**src/rtl/uart_tx_word_scheduler_pkg.sv**
```systemverilog
// Shared UART definitions: transmitter byte width and the word scheduler's one-hot state encoding.
// Latency: none (types and constants only).
// Backpressure: not applicable.
// Ports: none (package).
package uart_tx_word_scheduler_pkg;

  // Byte width of the shared UART transmitter.
  localparam int NB_DATA = 8;

  // The scheduler FSM is one-hot, so each state owns exactly one bit.
  localparam int NB_STATE = 4;

  typedef enum logic [NB_STATE-1:0] {
    IDLE  = 4'b0001,
    START = 4'b0010,
    WAIT  = 4'b0100,
    DONE  = 4'b1000
  } sched_state_e;

endpackage

```
**src/rtl/uart_tx_word_scheduler_rr_arbiter_2.sv**
```systemverilog
// Two-way round-robin arbiter: on a tie, the requester that was not served last wins.
// Latency: purely combinational, 0 cycles.
// Backpressure: none; enable_i gates the grant so the owner decides when a decision may be taken.
// Ports:
//   req0_i, req1_i   request lines
//   last_grant_i     index of the requester served most recently
//   enable_i         allow a grant this cycle
//   grant_vld_o      a grant is issued
//   grant_idx_o      index of the granted requester (meaningful with grant_vld_o)
module uart_tx_word_scheduler_rr_arbiter_2 (
  input  logic req0_i,
  input  logic req1_i,
  input  logic last_grant_i,
  input  logic enable_i,
  output logic grant_vld_o,
  output logic grant_idx_o
);

  always_comb begin
    grant_vld_o = enable_i & (req0_i | req1_i);
    if (req0_i & req1_i) begin
      grant_idx_o = ~last_grant_i;
    end else begin
      // Single requester: index is 1 only when requester 1 is the one asking.
      grant_idx_o = req1_i;
    end
  end

endmodule

```
**src/rtl/uart_tx_word_scheduler.sv**
```systemverilog
// Shares one UART transmitter between two word requesters, sending the granted word LSB byte first.
// Latency: request in IDLE -> tx_start next cycle; done -> next tx_start next cycle; last done -> ack next cycle.
// Backpressure: requesters hold their request until acked; each byte waits for the transmitter's done pulse.
// Ports:
//   i_clock, i_reset         clock, synchronous active-high reset
//   i_req0/i_word0           requester 0 request and word (word sampled in the grant cycle)
//   i_req1/i_word1           requester 1 request and word
//   i_tx_done                transmitter finished the current byte (1-cycle pulse)
//   o_tx_start/o_tx_data     start pulse and byte for the transmitter
//   o_ack0/o_ack1            1-cycle pulse when the respective word has been fully sent
//   o_busy, o_grant          scheduler active, index of the requester being served
module uart_tx_word_scheduler #(
  parameter int NB_DATA = uart_tx_word_scheduler_pkg::NB_DATA,
  parameter int NB_WORD = 32
) (
  input  logic               i_clock,
  input  logic               i_reset,
  input  logic               i_req0,
  input  logic [NB_WORD-1:0] i_word0,
  input  logic               i_req1,
  input  logic [NB_WORD-1:0] i_word1,
  input  logic               i_tx_done,
  output logic               o_tx_start,
  output logic [NB_DATA-1:0] o_tx_data,
  output logic               o_ack0,
  output logic               o_ack1,
  output logic               o_busy,
  output logic               o_grant
);

  import uart_tx_word_scheduler_pkg::*;

  localparam int N_BYTES = NB_WORD / NB_DATA;
  localparam int NB_CNT  = (N_BYTES > 1) ? $clog2(N_BYTES) : 1;

  sched_state_e       state_q, state_d;
  logic [NB_WORD-1:0] word_q, word_d;
  logic [NB_CNT-1:0]  cnt_q, cnt_d;
  logic               grant_q, grant_d;
  logic               last_grant_q, last_grant_d;

  logic               tx_start_q, tx_start_d;
  logic [NB_DATA-1:0] tx_data_q, tx_data_d;
  logic               ack0_q, ack0_d;
  logic               ack1_q, ack1_d;
  logic               busy_q, busy_d;

  logic               arb_vld;
  logic               arb_idx;

  uart_tx_word_scheduler_rr_arbiter_2 u_arb (
    .req0_i       (i_req0),
    .req1_i       (i_req1),
    .last_grant_i (last_grant_q),
    .enable_i     (state_q == IDLE),
    .grant_vld_o  (arb_vld),
    .grant_idx_o  (arb_idx)
  );

  always_comb begin
    state_d      = state_q;
    word_d       = word_q;
    cnt_d        = cnt_q;
    grant_d      = grant_q;
    last_grant_d = last_grant_q;

    case (state_q)
      IDLE: begin
        if (arb_vld) begin
          word_d  = arb_idx ? i_word1 : i_word0;
          cnt_d   = '0;
          grant_d = arb_idx;
          state_d = START;
        end
      end
      START: begin
        state_d = WAIT;
      end
      WAIT: begin
        if (i_tx_done) begin
          // Compare before incrementing so the counter never needs to wrap.
          if (cnt_q == NB_CNT'(N_BYTES - 1)) begin
            state_d = DONE;
          end else begin
            word_d  = word_q >> NB_DATA;
            cnt_d   = cnt_q + NB_CNT'(1);
            state_d = START;
          end
        end
      end
      DONE: begin
        last_grant_d = grant_q;
        state_d      = IDLE;
      end
      default: begin
        state_d = IDLE;
      end
    endcase

    // Outputs are registered from the next state so they line up with the state they describe.
    tx_start_d = (state_d == START);
    tx_data_d  = (state_d == START) ? word_d[NB_DATA-1:0] : tx_data_q;
    ack0_d     = (state_d == DONE) & ~grant_d;
    ack1_d     = (state_d == DONE) &  grant_d;
    busy_d     = (state_d != IDLE);
  end

  always_ff @(posedge i_clock) begin
    if (i_reset) begin
      state_q      <= IDLE;
      word_q       <= '0;
      cnt_q        <= '0;
      grant_q      <= 1'b0;
      // Pretend requester 1 went last so requester 0 wins the first tie.
      last_grant_q <= 1'b1;
      tx_start_q   <= 1'b0;
      tx_data_q    <= '0;
      ack0_q       <= 1'b0;
      ack1_q       <= 1'b0;
      busy_q       <= 1'b0;
    end else begin
      state_q      <= state_d;
      word_q       <= word_d;
      cnt_q        <= cnt_d;
      grant_q      <= grant_d;
      last_grant_q <= last_grant_d;
      tx_start_q   <= tx_start_d;
      tx_data_q    <= tx_data_d;
      ack0_q       <= ack0_d;
      ack1_q       <= ack1_d;
      busy_q       <= busy_d;
    end
  end

  assign o_tx_start = tx_start_q;
  assign o_tx_data  = tx_data_q;
  assign o_ack0     = ack0_q;
  assign o_ack1     = ack1_q;
  assign o_busy     = busy_q;
  assign o_grant    = grant_q;

endmodule

```
**config.mk**
```make
export PLATFORM = sky130hd
export DESIGN_NAME = uart_tx_word_scheduler
export DESIGN_NICKNAME = d
export VERILOG_FILES = /design/src/rtl/uart_tx_word_scheduler_pkg.sv /design/src/rtl/uart_tx_word_scheduler_rr_arbiter_2.sv /design/src/rtl/uart_tx_word_scheduler.sv
export SDC_FILE = /design/constraint.sdc
export NUM_CORES = 1
export LEC_CHECK = 0
export CORE_AREA = 2 2 72 74
export CTS_CLUSTER_SIZE = 16
export DETAILED_ROUTE_END_ITERATION = 16
export DIE_AREA = 0 0 74 76
export GPL_TIMING_DRIVEN = 0
export PLACE_DENSITY_LB_ADDON = 0.25
export SLEW_MARGIN = 20
export SYNTH_ARGS = -nofsm -noshare
export SYNTH_HDL_FRONTEND = slang
export SYNTH_SLANG_ARGS = --single-unit
```
**constraint.sdc**
```tcl
create_clock -name i_clock -period 4.6 [get_ports i_clock]
set_clock_uncertainty 0.05 [all_clocks]
set_input_delay 0.46 -clock i_clock [delete_from_list [all_inputs] [get_ports i_clock]]
set_output_delay 0.46 -clock i_clock [all_outputs]
set_load 0.1 [all_outputs]
```
Word level (Yosys, flattened, before mapping)
Cells that the tools add are included.
W data, S select, Z words.
{"block": "word_totals", "wordCells": 48, "register_bits": 52, "input_bits": 69}
{"block": "classes", "bitwise_logic": 7, "n_eq_ne": 11, "n_reduce_logical": 2, "add_sub_neg": 1, "mux": 16}
{"operator": "$mux W32", "n": 4}
{"operator": "$pmux W32 S2", "n": 1}
{"operator": "$mux W4", "n": 3}
{"operator": "$pmux W4 S3", "n": 1}
{"operator": "$eq A4 B2 Y1 const B", "n": 2}
{"operator": "$eq A4 B4 Y1 const B", "n": 2}
{"operator": "$mux W2", "n": 3}
{"operator": "$ne A2 B2 Y1 const B", "n": 3}
{"operator": "$and A1 B1 Y1", "n": 4}
{"operator": "$eq A4 B1 Y1 const B", "n": 1}
{"operator": "$eq A4 B3 Y1 const B", "n": 1}
{"operator": "$ne A4 B1 Y1 const B", "n": 1}
{"operator": "$pmux W2 S2", "n": 1}
{"operator": "$reduce_and A4 Y1", "n": 1}
{"operator": "$mux W1", "n": 3}
{"operator": "$add A2 B1 Y2 const B", "n": 1}
{"operator": "$eq A2 B2 Y1 const B", "n": 1}
{"operator": "$not A1 Y1", "n": 2}
{"operator": "$reduce_bool A2 Y1", "n": 1}
{"operator": "$or A1 B1 Y1", "n": 1}

Logic depth before layout (Yosys ltp)
{"block": "logic_depth", "word_depth": 6, "depth_mapped": 7, "mapped_depth_nobuf": 5}

By module
A second synthesis with hierarchy kept.
{"block": "unflattened", "cells_unflattened": 261, "area_unflattened_um2": 2486.1}
{"module": "uart_tx_word_scheduler", "cells_per_inst": 259, "seq_area_each_um2": 1041.0, "instances": 1, "area_per_inst_um2": 2467.4}
{"module": "uart_tx_word_scheduler_rr_arbiter_2", "cells_per_inst": 2, "seq_area_each_um2": 0.0, "instances": 1, "area_per_inst_um2": 18.8}

Worst setup path before layout
Ideal clock, no wire load.
{"block": "synth_timing", "kind": "input-to-reg", "startpoint": "in i_req1", "endpoint": "reg word_q[11]", "slack_ns": 2.906, "n_path_buf": 2, "setup_time_ns": 0.128, "path_stages": 6, "t_arrival_ns": 1.516, "t_required_ns": 4.422, "path_cell_list": "a21bo_2 -> buf_2 -> buf_2 -> mux2_2 -> a22oi_1 -> a21oi_1"}
{"block": "synth_between", "elab_chain_cells": 5, "word_cells_on_any_way": 9, "cone_classes": "eq/ne (1); mux (4); bitwise (3); reduce/logical (1)"}
{"element": "start, declared", "line": "uart_tx_word_scheduler.sv:20", "rtl": "input logic i_req1,"}
{"element": "$and A1 B1 Y1", "line": "uart_tx_word_scheduler_rr_arbiter_2.sv:21", "rtl": "if (req0_i & req1_i) begin"}
{"element": "$mux W1", "line": "uart_tx_word_scheduler_rr_arbiter_2.sv:21"}
{"element": "$mux W32", "line": "uart_tx_word_scheduler.sv:70", "rtl": "word_d = arb_idx ? i_word1 : i_word0;"}
{"element": "$mux W32", "line": "uart_tx_word_scheduler.sv:69", "rtl": "if (arb_vld) begin"}
{"element": "$pmux W32 S2", "line": "uart_tx_word_scheduler.sv:67", "rtl": "case (state_q)"}
{"element": "end signal, assigned", "line": "uart_tx_word_scheduler.sv:123", "rtl": "word_q <= word_d;"}
{"element": "end, declared", "line": "uart_tx_word_scheduler.sv:37", "rtl": "logic [NB_WORD-1:0] word_q, word_d;"}
Several ways; a longest one is shown, not always the timed one. The select of a mux whose other input is x is not followed.
A chain may end at the register's enable or synchronous reset.

Worst setup path after layout
{"block": "layout_timing", "startpoint": "reg grant_q, in the netlist o_grant", "endpoint": "out o_grant"}
{"element": "start, declared", "line": "uart_tx_word_scheduler.sv:39", "rtl": "logic grant_q, grant_d;"}
{"element": "start signal, assigned", "line": "uart_tx_word_scheduler.sv:125", "rtl": "grant_q <= grant_d;"}
{"element": "end, declared", "line": "uart_tx_word_scheduler.sv:28", "rtl": "output logic o_grant"}
No word-level cell between the ends.

==> flow_metrics.env <==
export IMPL_die_h_um=76
export IMPL_worstPathArrival_ns=1.82
export IMPL_worstPathRequired_ns=4.09
export IMPL_io_pins=82
export IMPL_holdPathStages=2
export IMPL_netSwitchingPower_w=0.000353
export IMPL_cts_root_buf="clkbuf_8"
export IMPL_grt_use_total_pct=19.1
export IMPL_die_area_um2=5620
export IMPL_timing_rr_start="state_q[1]$_SDFF_PP0_"
export IMPL_area_growth_pct=45.7
export IMPL_cts_resized=0
export IMPL_p_per_area_nw_per_um2=345
export IMPL_slew_viol_final=0
export IMPL_yosys_top_cells_count="dfxtp_1, nand2_1, mux2i_1"
export IMPL_antennaDiodeCount=0
export IMPL_fin_crit_sh_pct=50.7
export IMPL_clkLatencyLatePin_ns=0.29
export IMPL_cp_max_fo=3
export IMPL_max_freq_mhz=428
export IMPL_leakagePower_nw=1.29
export IMPL_synth_area_leader_cell="dfxtp_1"
export IMPL_rows=26
export IMPL_layout_nets=390
export IMPL_regToRegSetupSlack_ns=2.83
export IMPL_ys_warnings_count=0
export IMPL_placedCellCount=383
export IMPL_synth_ff_type="dfxtp_1"
export IMPL_synth_top_area_share_pct=40.4
export IMPL_crit_type="reg2out"
export IMPL_worst_slew_margin_rel_pct=34.3
export IMPL_cts_sinks=44
export IMPL_finalWirelength_um=5130
export IMPL_avgSynthCellArea_um2=9.35
export IMPL_synth_seq_cells=44
export IMPL_slowest_delay_ns=1.15
export IMPL_core_area_um2=4910
export IMPL_min_to="state_q[3]$_SDFF_PP0_"
export IMPL_p_seq_share_pct=40.6
export IMPL_critPathTopFamily="buffers and inverters"
export IMPL_finalCriticalPeriod_ns=2.33
export IMPL_cp_start_kind="flip-flop"
export IMPL_worst_path_buf_inv=1
export IMPL_dieWidth_um=74
export IMPL_maxCapViolations=0
export IMPL_routedWlPerCell_um=13.1
export IMPL_crit_chain="clkdlybuf4s50_1"
export IMPL_dpl_hpwl_um=3990
export IMPL_finalPower_w=0.00109
export IMPL_grt_pass1_vias=1870
export IMPL_setup_viol=0
export IMPL_drt_iter0_drc=117
export IMPL_vias_per_cell=5.08
export IMPL_antenna_found_initial=0
export IMPL_grt_overflow_total=0
export IMPL_synth_edf_count=0
export IMPL_dr_total_vias=1986
export IMPL_htreeDepth=2
export IMPL_hp_class="in2reg"
export IMPL_drc=0
export IMPL_p_comb_share_pct=32.8
export IMPL_synth_most_common_cell="dfxtp_1"
export IMPL_clockBufferDepth=2
export IMPL_switching_share_pct=32.2
export IMPL_gp_congestion=0.758
export IMPL_layout_drive_gt1_share_pct=12.1
export IMPL_initial_utilization_pct=44.3
export IMPL_cts_tree="done"
export IMPL_synth_area_um2=2180
export IMPL_cp_end_kind="primary output"
export IMPL_grt_pass1_wl_um=8400
export IMPL_power_frac_clock_pct=26.6
export IMPL_final_cells=391
export IMPL_tns_ns=0
export IMPL_worst_path_max_delay_cell="clkdlybuf4s50_1"
export IMPL_io_buffers=80
export IMPL_rr_worst_depth=6
export IMPL_cts_setup_buffers=0
export IMPL_cell_internal_pwr_w=0.000742
export IMPL_numCtsBuffers=5
export IMPL_clk_pin_slew_ns=0.08
export IMPL_yosysSeqAreaShare_pct=40.4
export IMPL_hold_viol=0
export IMPL_cts_hold_buf=0
export IMPL_drtPass1Iterations=4
export IMPL_grt_setup_unrepaired="false"
export IMPL_async_flop_share_pct=0
export IMPL_grt_max_degree=14
export IMPL_worstMarginPinSlew_ns=0.982
export IMPL_synth_cell_types=36
export IMPL_hp_start="i_reset"
export IMPL_status="finished, final reports clean"
export IMPL_synth_net_count=303
export IMPL_synth_area_leaders="dfxtp_1, mux2i_1, mux2_2"
export IMPL_ir_worst_vdd_mv=0.208
export IMPL_antenna_left=0
export IMPL_synthesis_instances=233
export IMPL_r2r_end="word_q[17]$_SDFFE_PP0P_"
-- power by group through the flow --
stage / logic, W / registers (W) / clock network (W)
floorplan: 0.000151 / 0.000543 / 0
global placement: 0.000356 / 0.000452 / 0
detailed placement: 0.000360 / 0.000453 / 0
CTS: 0.000361 / 0.000444 / 0.000295
global route: 0.000385 / 0.000450 / 0.000307
finish: 0.000359 / 0.000444 / 0.000291
-- worst max-delay path by stage --
stage	depth (start not counted)	to	startpoint	slack, ns
finish	1	o_grant	o_grant$_SDFF_PP0_	2.27
detailed placement	7	word_q[11]$_SDFFE_PP0P_	i_req0	2.27
CTS	1	o_grant	o_grant$_SDFF_PP0_	2.26
floorplan	6	word_q[11]$_SDFFE_PP0P_	i_req1	2.91
global route	1	o_grant	o_grant$_SDFF_PP0_	2.22
global placement	7	word_q[11]$_SDFFE_PP0P_	i_req0	2.26
-- cell families after synthesis --
| logic type | synth area share (%) |
|---|---|
| buffers and inverters | 6.49 |
| muxes | 14.9 |
| AOI/OAI and AO/OA | 21.1 |
| adders and majority gates | 0.574 |
| and+or+nand+nor | 16.5 |
| DFF | 40.4 |
-- through the flow --
stage / cell area [um^2] / setup WS [ns] / utilization (%) / hold slack [ns]
after floorplan: 2180 / 2.91 / - / 0.386
after global placement: 3070 / 2.26 / 62.4 / 0.391
after detailed placement: 3070 / 2.27 / 62.4 / 0.397
after CTS: 3170 / 2.26 / 64.6 / 0.401
after global routing: 3170 / 2.22 / 64.6 / 0.422
final: 3170 / 2.27 / 64.6 / 0.406
-- metal layers --
| metal | vias up | part of all wire [%] | track usage [%] |
|---|---|---|---|
| li1 | 1010 | - | - |
| met1 | 899 | 46 | 24.8 |
| met2 | 69 | 45 | 29.6 |
| met3 | 8 | 7.0 | 4.50 |
| met4 | 0 | 2.0 | 8.36 |
| met5 | - | 0 | 0 |
-- area by class of cell --
| type | instances | area [um^2] |
|---|---|---|
| clock buffers | 6 | 72.6 |
| inverters | 3 | 11.3 |
| flip-flops and latches | 44 | 881 |
| repair buffers | 80 | 801 |
| well taps | 70 | 87.6 |
| multi-input cells | 165 | 1160 |
| plain buffers | 21 | 130 |
| fillers | 436 | 1740 |
| clock inverters | 2 | 35.0 |
-- placed cells by master (no fill, tap or decap), types with 4 or more instances in the layout --
master,count
a22oi_1,11
a21o_1,6
a21oi_1,18
a31oi_1,8
buf_2,8
a2bb2oi_1,13
clkbuf_8,5
clkbuf_1,7
nand2b_1,6
clkdlybuf4s50_1,80
mux2_2,11
buf_6,4
mux2i_1,20
dfxtp_1,44
nor2_1,14
nand2_1,30
-- flip-flops by register name, summed over array words and instances (netlist names) --
| name | count |
|---|---|
| last_grant_q | 1 |
| o_busy | 1 |
| o_tx_start | 1 |
| word_q | 24 |
| o_grant | 1 |
| state_q | 4 |
| o_ack1 | 1 |
| o_tx_data | 8 |
| o_ack0 | 1 |
| cnt_q | 2 |
Note: power is estimated with default switching activity, not from simulation.
